<file path="src/rtl/pipe_pkg.sv">
// rtl/pipe_pkg.sv - shared occupancy encoding, default widths and control-field offsets for pipeline stages
package pipe_pkg;

    typedef enum logic [1:0] {
        EMPTY = 2'd0,
        ONE   = 2'd1,
        TWO   = 2'd2
    } pipe_occ_e;

    localparam int PIPE_DATA_W = 32;
    localparam int PIPE_CTRL_W = 8;

    // MEM/WB control-field bit positions inside the ctrl vector
    localparam int CTRL_REGWRITE = 0;
    localparam int CTRL_MEMTOREG = 1;
    localparam int CTRL_PCSRC    = 2;
    localparam int CTRL_WA3_LSB  = 3;
    localparam int CTRL_WA3_MSB  = 6;

endpackage

</file>
<file path="src/rtl/pipe_sat_cnt.sv">
// rtl/pipe_sat_cnt.sv - saturating up-counter with variable increment and synchronous active-low reset
module pipe_sat_cnt #(
    parameter int CNT_W = 16,
    parameter int INC_W = 2
) (
    input  logic             clk,
    input  logic             reset,
    input  logic [INC_W-1:0] inc,
    output logic [CNT_W-1:0] cnt
);

    logic [CNT_W-1:0] cnt_q;
    logic [CNT_W:0]   sum;

    // One spare bit catches overflow so the counter sticks at all-ones
    assign sum = {1'b0, cnt_q} + {{(CNT_W + 1 - INC_W){1'b0}}, inc};
    assign cnt = cnt_q;

    always_ff @(posedge clk) begin
        if (!reset) begin
            cnt_q <= '0;
        end else if (sum[CNT_W]) begin
            cnt_q <= '1;
        end else begin
            cnt_q <= sum[CNT_W-1:0];
        end
    end

endmodule

</file>
<file path="src/rtl/pipe_stage_reg.sv">
// rtl/pipe_stage_reg.sv - valid/ready pipeline stage register with 2-entry skid, flush and bubble-safe ctrl; stats under PIPE_STAGE_STATS_EN
module pipe_stage_reg
    import pipe_pkg::*;
#(
    parameter int DATA_W = PIPE_DATA_W,
    parameter int CTRL_W = PIPE_CTRL_W,
    parameter int CNT_W  = 16
) (
    input  logic              clk,
    input  logic              reset,
    input  logic              flush,
    input  logic              in_valid,
    output logic              in_ready,
    input  logic [DATA_W-1:0] in_data,
    input  logic [CTRL_W-1:0] in_ctrl,
    output logic              out_valid,
    input  logic              out_ready,
    output logic [DATA_W-1:0] out_data,
    output logic [CTRL_W-1:0] out_ctrl
`ifdef PIPE_STAGE_STATS_EN
    ,
    output logic [CNT_W-1:0]  stall_cnt,
    output logic [CNT_W-1:0]  flush_cnt
`endif
);

    pipe_occ_e         state_q, state_d;
    logic [DATA_W-1:0] main_data_q, skid_data_q;
    logic [CTRL_W-1:0] main_ctrl_q, skid_ctrl_q;
    logic              in_ready_q;
    logic              main_vld, accept, drain;
    logic              load_main_in, load_skid_in, load_main_skid;

    // Entry valid bits are decoded from occupancy so they can never disagree with it
    assign main_vld  = (state_q != EMPTY);
    assign accept    = in_valid && in_ready_q;
    assign drain     = main_vld && out_ready;

    assign in_ready  = in_ready_q;
    assign out_valid = main_vld;
    assign out_data  = main_data_q;
    assign out_ctrl  = main_vld ? main_ctrl_q : '0;

    always_comb begin
        state_d        = state_q;
        load_main_in   = 1'b0;
        load_skid_in   = 1'b0;
        load_main_skid = 1'b0;
        unique case (state_q)
            EMPTY: begin
                if (accept) begin
                    state_d      = ONE;
                    load_main_in = 1'b1;
                end
            end
            ONE: begin
                if (accept && drain) begin
                    load_main_in = 1'b1;
                end else if (accept) begin
                    state_d      = TWO;
                    load_skid_in = 1'b1;
                end else if (drain) begin
                    state_d = EMPTY;
                end
            end
            TWO: begin
                if (drain) begin
                    state_d        = ONE;
                    load_main_skid = 1'b1;
                end
            end
            default: state_d = EMPTY;
        endcase
        if (flush) begin
            state_d        = EMPTY;
            load_main_in   = 1'b0;
            load_skid_in   = 1'b0;
            load_main_skid = 1'b0;
        end
    end

    always_ff @(posedge clk) begin
        if (!reset) begin
            state_q     <= EMPTY;
            in_ready_q  <= 1'b1;
            main_data_q <= '0;
            main_ctrl_q <= '0;
            skid_data_q <= '0;
            skid_ctrl_q <= '0;
        end else begin
            state_q    <= state_d;
            in_ready_q <= (state_d != TWO);
            if (load_main_in) begin
                main_data_q <= in_data;
                main_ctrl_q <= in_ctrl;
            end else if (load_main_skid) begin
                main_data_q <= skid_data_q;
                main_ctrl_q <= skid_ctrl_q;
            end
            if (load_skid_in) begin
                skid_data_q <= in_data;
                skid_ctrl_q <= in_ctrl;
            end
        end
    end

`ifdef PIPE_STAGE_STATS_EN
    logic [1:0] held_cnt;
    logic [1:0] flush_inc;

    // A flush discards every held entry plus the beat being offered alongside it
    always_comb begin
        held_cnt  = (state_q == TWO) ? 2'd2 : (state_q == ONE) ? 2'd1 : 2'd0;
        flush_inc = flush ? (held_cnt + {1'b0, in_valid}) : 2'd0;
    end

    pipe_sat_cnt #(.CNT_W(CNT_W), .INC_W(2)) u_stall_cnt (
        .clk   (clk),
        .reset (reset),
        .inc   ({1'b0, main_vld && !out_ready}),
        .cnt   (stall_cnt)
    );

    pipe_sat_cnt #(.CNT_W(CNT_W), .INC_W(2)) u_flush_cnt (
        .clk   (clk),
        .reset (reset),
        .inc   (flush_inc),
        .cnt   (flush_cnt)
    );
`else
    logic unused_cnt_w;
    assign unused_cnt_w = ^CNT_W;
`endif

endmodule

</file>
<file path="config.mk">
export PLATFORM = sky130hd
export DESIGN_NAME = pipe_stage_reg
export DESIGN_NICKNAME = d
export VERILOG_FILES = /design/src/rtl/pipe_pkg.sv /design/src/rtl/pipe_sat_cnt.sv /design/src/rtl/pipe_stage_reg.sv
export SDC_FILE = /design/constraint.sdc
export NUM_CORES = 1
export LEC_CHECK = 0
export CAP_MARGIN = 20
export CORE_ASPECT_RATIO = 0.6
export CORE_MARGIN = 2
export CORE_UTILIZATION = 52
export DETAILED_ROUTE_END_ITERATION = 6
export PLACE_DENSITY = 0.84
export SYNTH_ARGS = -nofsm -noshare
export SYNTH_HDL_FRONTEND = slang
export SYNTH_SLANG_ARGS = --single-unit
export TNS_END_PERCENT = 50
</file>
<file path="constraint.sdc">
create_clock -name clk -period 3.1 [get_ports clk]
set_input_delay 0.775 -clock clk [delete_from_list [all_inputs] [get_ports clk]]
set_output_delay 0.775 -clock clk [all_outputs]
set_load 0.01 [all_outputs]
</file>
# Yosys cells after proc, flatten, opt, wreduce, memory -nomap -nowiden
# Cells that the tools add are included.
totals:
  register_bits: 83
  input_bits: 45
classes:
  n_eq_ne: 3
  mux: 22
  n_reduce_logical: 6
ops:
  columns: ["operator", "count"]
  rows:
  - ["2-to-1 mux 32 bit", 2]
  - ["2-to-1 mux 8 bit", 3]
  - ["2-to-1 mux 2 bit", 6]
  - ["2-to-1 mux 1 bit", 9]
  - ["one-hot mux 2 bit (3 select lines)", 1]
  - ["nonzero test 2 bit", 2]
  - ["logical AND 1 bit", 3]
  - ["equality test 2 x 1 -> 1 bit (second input constant)", 1]
  - ["equality test 2 bit (second input constant)", 1]
  - ["zero test 2 bit", 1]
  - ["inequality test 2 bit (second input constant)", 1]
  - ["one-hot mux 1 bit (2 select lines)", 1]

# Depth between registers and ports, before layout
logic_depth:
  depth_word: 8
  ltp_mapped: 7
  depth_no_buf: 4

# Worst setup path after synthesis
# Ideal clock, no wire load.
synth_timing:
  kind: "in2reg"
  start: "in in_valid"
  end: "reg skid_ctrl_q[7]"
  setup_time_ns: 0.122
  arrival_ns: 1.785
  t_required_ns: 2.978
  slack_ns: 1.193
  stages: 6
  cell_sequence: "nand2_1 -> or4b_1 -> buf_2 -> buf_6 -> nand2_1 -> a21boi_0"
synth_via:
  elab_chain_len: 5
  word_cells_on_any_way: 6
  classes_between: "mux: 4; reduce/logical: 2"
synth_rtl:
  columns: ["element", "line_no", "source"]
  rows:
  - ["start, declared", "pipe_stage_reg.sv:12", "input logic in_valid,"]
  - ["logical AND 1 bit *", "pipe_stage_reg.sv:36", "assign accept = in_valid && in_ready_q;"]
  - ["2-to-1 mux 1 bit or logical AND 1 bit (tied branches)", "pipe_stage_reg.sv:59, pipe_stage_reg.sv:57", null]
  - ["2-to-1 mux 1 bit *", "pipe_stage_reg.sv:57", "if (accept && drain) begin"]
  - ["2-to-1 mux 1 bit *", "pipe_stage_reg.sv:49", "unique case (state_q)"]
  - ["2-to-1 mux 1 bit *", "pipe_stage_reg.sv:74", "if (flush) begin"]
  - ["end signal, assigned", "pipe_stage_reg.sv:102", "skid_ctrl_q <= in_ctrl;"]
  - ["end, declared", "pipe_stage_reg.sv:29", "logic [CTRL_W-1:0] main_ctrl_q, skid_ctrl_q;"]
# Mark *: on every way between the ends. The rest lies on a longest branch, timed or not.
# A chain may end at the register's enable or synchronous reset.

# Worst setup path in the final report
layout_timing:
  start: "reg state_q[1]"
  end: "out out_ctrl[1]"
layout_via:
  elab_chain_len: 2
layout_rtl:
  columns: ["element", "line_no", "source"]
  rows:
  - ["start, declared", "pipe_stage_reg.sv:27", "pipe_occ_e state_q, state_d;"]
  - ["start signal, assigned", "pipe_stage_reg.sv:91", "state_q <= state_d;"]
  - ["nonzero test 2 bit", "pipe_stage_reg.sv:35", "assign main_vld = (state_q != EMPTY);"]
  - ["2-to-1 mux 8 bit", "pipe_stage_reg.sv:42", "assign out_ctrl = main_vld ? main_ctrl_q : '0;"]
  - ["end, declared", "pipe_stage_reg.sv:19", "output logic [CTRL_W-1:0] out_ctrl"]
# No other way between the ends.

==> summary.txt <==
Run status: finished clean
FF/Latch Area: 1660 um^2
Final Setup Violations: 0
Setup Fix Bufs, Post-CTS: 0
# IOs: 87
Vias in the first global route: 3082
Placement Cell Area: 4260 um^2
Final ANT Viol Nets: 0
Sequential element share of the synthesized area: 48.8%
Max Clock Freq: 0.365 GHz
Post-route cell area: 4480 um^2
Final worst path period share: 88.5%
Total iterations of the first detailed-routing run: 5
Max Root-Sink Buffers: 2
Met3 wire length: 720 um
Routability Congestion: 0.833
Final slew viol count: 0
Core Area: 6220 um^2
Top sig layer: met4
Synth Cell Area: 3400 um^2
CTS tree: done
Synth warnings: 0
Pwr Total: 2.25 mW
Least-Margin Pin Slew: 0.681 ns
First-pass GRT wire length: 14.2 mm
Worst vdd ir: 0.282 mV
Syn Nets: 472
Largest net degree at the start of global routing: 55
M1 WL: 3.91 mm
Clock slew at reported path FFs: 0.08 ns
Fillers: 493
Count of final hold-check violations: 0
WS Path Type: reg2out
1st-iter DRT viols: 224
CTS hold repair buffers: 0
Avg Inst Size Synth: 7.97 um^2
RSZ-0062 raised after global routing: false
Total number of vias: 3213
Final Util: 72.0%
Ys async rst share: 0%
Leakage: 1.51 nW
ANT cells: 0
Fin nets: 544
DR WL/cell: 14.8 um
H-tree Lvls: 3
Initial antenna violation count: 0
Commonest non-fill, non-tap cells in the layout: nand2_1, clkdlybuf4s50_1, dfxtp_1
Die height: 66.7 um
WL final: 8.67 mm
Area Overhead vs Synth: 31.6%
Pwr/cell area: 502 nW/um^2
CP Data Required Time: 2.32 ns
Post-synth EDFFs: 0
Worst min path class: reg2reg
Met2 Wirelength: 3.96 mm
Synthesis-stage register bit count: 83
CTS-repair resized insts: 0
Die W: 108 um
Row cnt: 22
Setup TNS: 0 ns
CP Capture Type: output port
Worst-Skew Late Latency: 0.36 ns
Max-cap viol count: 0
Area leader, netlist: dfxtp_1
Cell variety after synth: 23
Initial Util: 54.7%
Remaining Overflow, GRT: 0
WHS: 0.457 ns
Multi-input logic area: 1550 um^2
Max FO, Critical Path: 9
Critical Path Source Type: flop
Arr. time, crit path: 1.97 ns
Synth top area cells: dfxtp_1, nand2_1, a31oi_1
Die area: 7230 um^2
Fraction of synthesized cell area taken by the top area cell type: 48.8%
CTS sink count: 83
Synth Flop Type: dfxtp_1
Mapped Cells: 427
Clk_skew: 0.00797 ns
CTS buffer count: 9
Slew HR: 54.4%
PortBufs: 86
Final HPWL DP: 5.74 mm
Root buffer cell: clkbuf_8
Total track usage: 25.3%
Vias per inst: 5.47
Most common cell after layout, fill and taps aside: nand2_1
Minimum clock period: 2.74 ns
DRC: 0
Fraction of layout cells with a size suffix above 1: 6.36%
==> metrics by stage <==
step	setup WS, ns	instances
6_report	0.358	587
5_1_grt	0.247	587
3_5_place_dp	0.275	572
4_1_cts	0.340	587
2_1_floorplan	1.19	427
3_3_place_gp	0.363	572
==> logic make-up (layout without fill, tap and decap cells) <==
kind of cell / count (synthesis) / count (layout) / synth area share, %
mux: 2 / 2 / 0.588
buf+inv: 38 / 114 / 6.18
compound gates: 122 / 122 / 22.5
flops: 83 / 83 / 48.8
simple gates: 182 / 182 / 21.9
==> layer usage <==
metal | global-route usage (%) | up-vias
met1 | 31.9 | 1510
met5 | 0 | -
met4 | 8.01 | 0
li1 | - | 1576
met3 | 7.73 | 7
met2 | 41.7 | 120
==> power by group <==
group,switching [mW],internal [mW]
logic,0.117,0.147
clock network,0.380,0.468
registers,0.0261,1.11
total,0.523,1.72
==> flip-flops by register name, summed over array words and instances (netlist names) <==
name         count
skid_ctrl_q      8
main_ctrl_q      8
out_data        32
in_ready         1
state_q          2
skid_data_q     32
==> worst paths after layout <==
kind,startpoint,to,slack (ns),cells past startpoint
setup / recovery,state_q[1],out_ctrl[1],0.36,3
hold / removal,skid_data_q[27],skid_data_q[27],0.46,2
setup reg to reg,state_q[0],out_data[28],1.16,5
hold reg to reg,skid_data_q[27],skid_data_q[27],0.46,2
==> final cells by class <==
type                    instances  area share [%]
clock buffers                  10            3.07
clock inverters                 5            1.73
inverters                       1          0.0838
multi-input cells             306            34.5
flip-flops and latches         83            37.1
well taps                      84            2.35
repair buffers                 98            21.1
==> worst max-delay path, cell delays in order (launching register included) <==
cell and delay [ns]:
dfxtp_1 0.42, nor2_1 0.57, nor2b_1 0.12, clkdlybuf4s50_1 0.51
==> synthesized netlist by cell type (all sizes together) (2+ instances only) <==
| cell type | n |
|---|---|
| nand2 | 162 |
| nor2 | 3 |
| a21boi | 40 |
| dfxtp | 83 |
| nor2b | 9 |
| nor3 | 2 |
| a31oi | 40 |
| o21ai | 40 |
| or3 | 2 |
| clkbuf | 18 |
| mux2i | 2 |
| buf | 19 |
No activity file was read; power rests on OpenSTA's default activity.
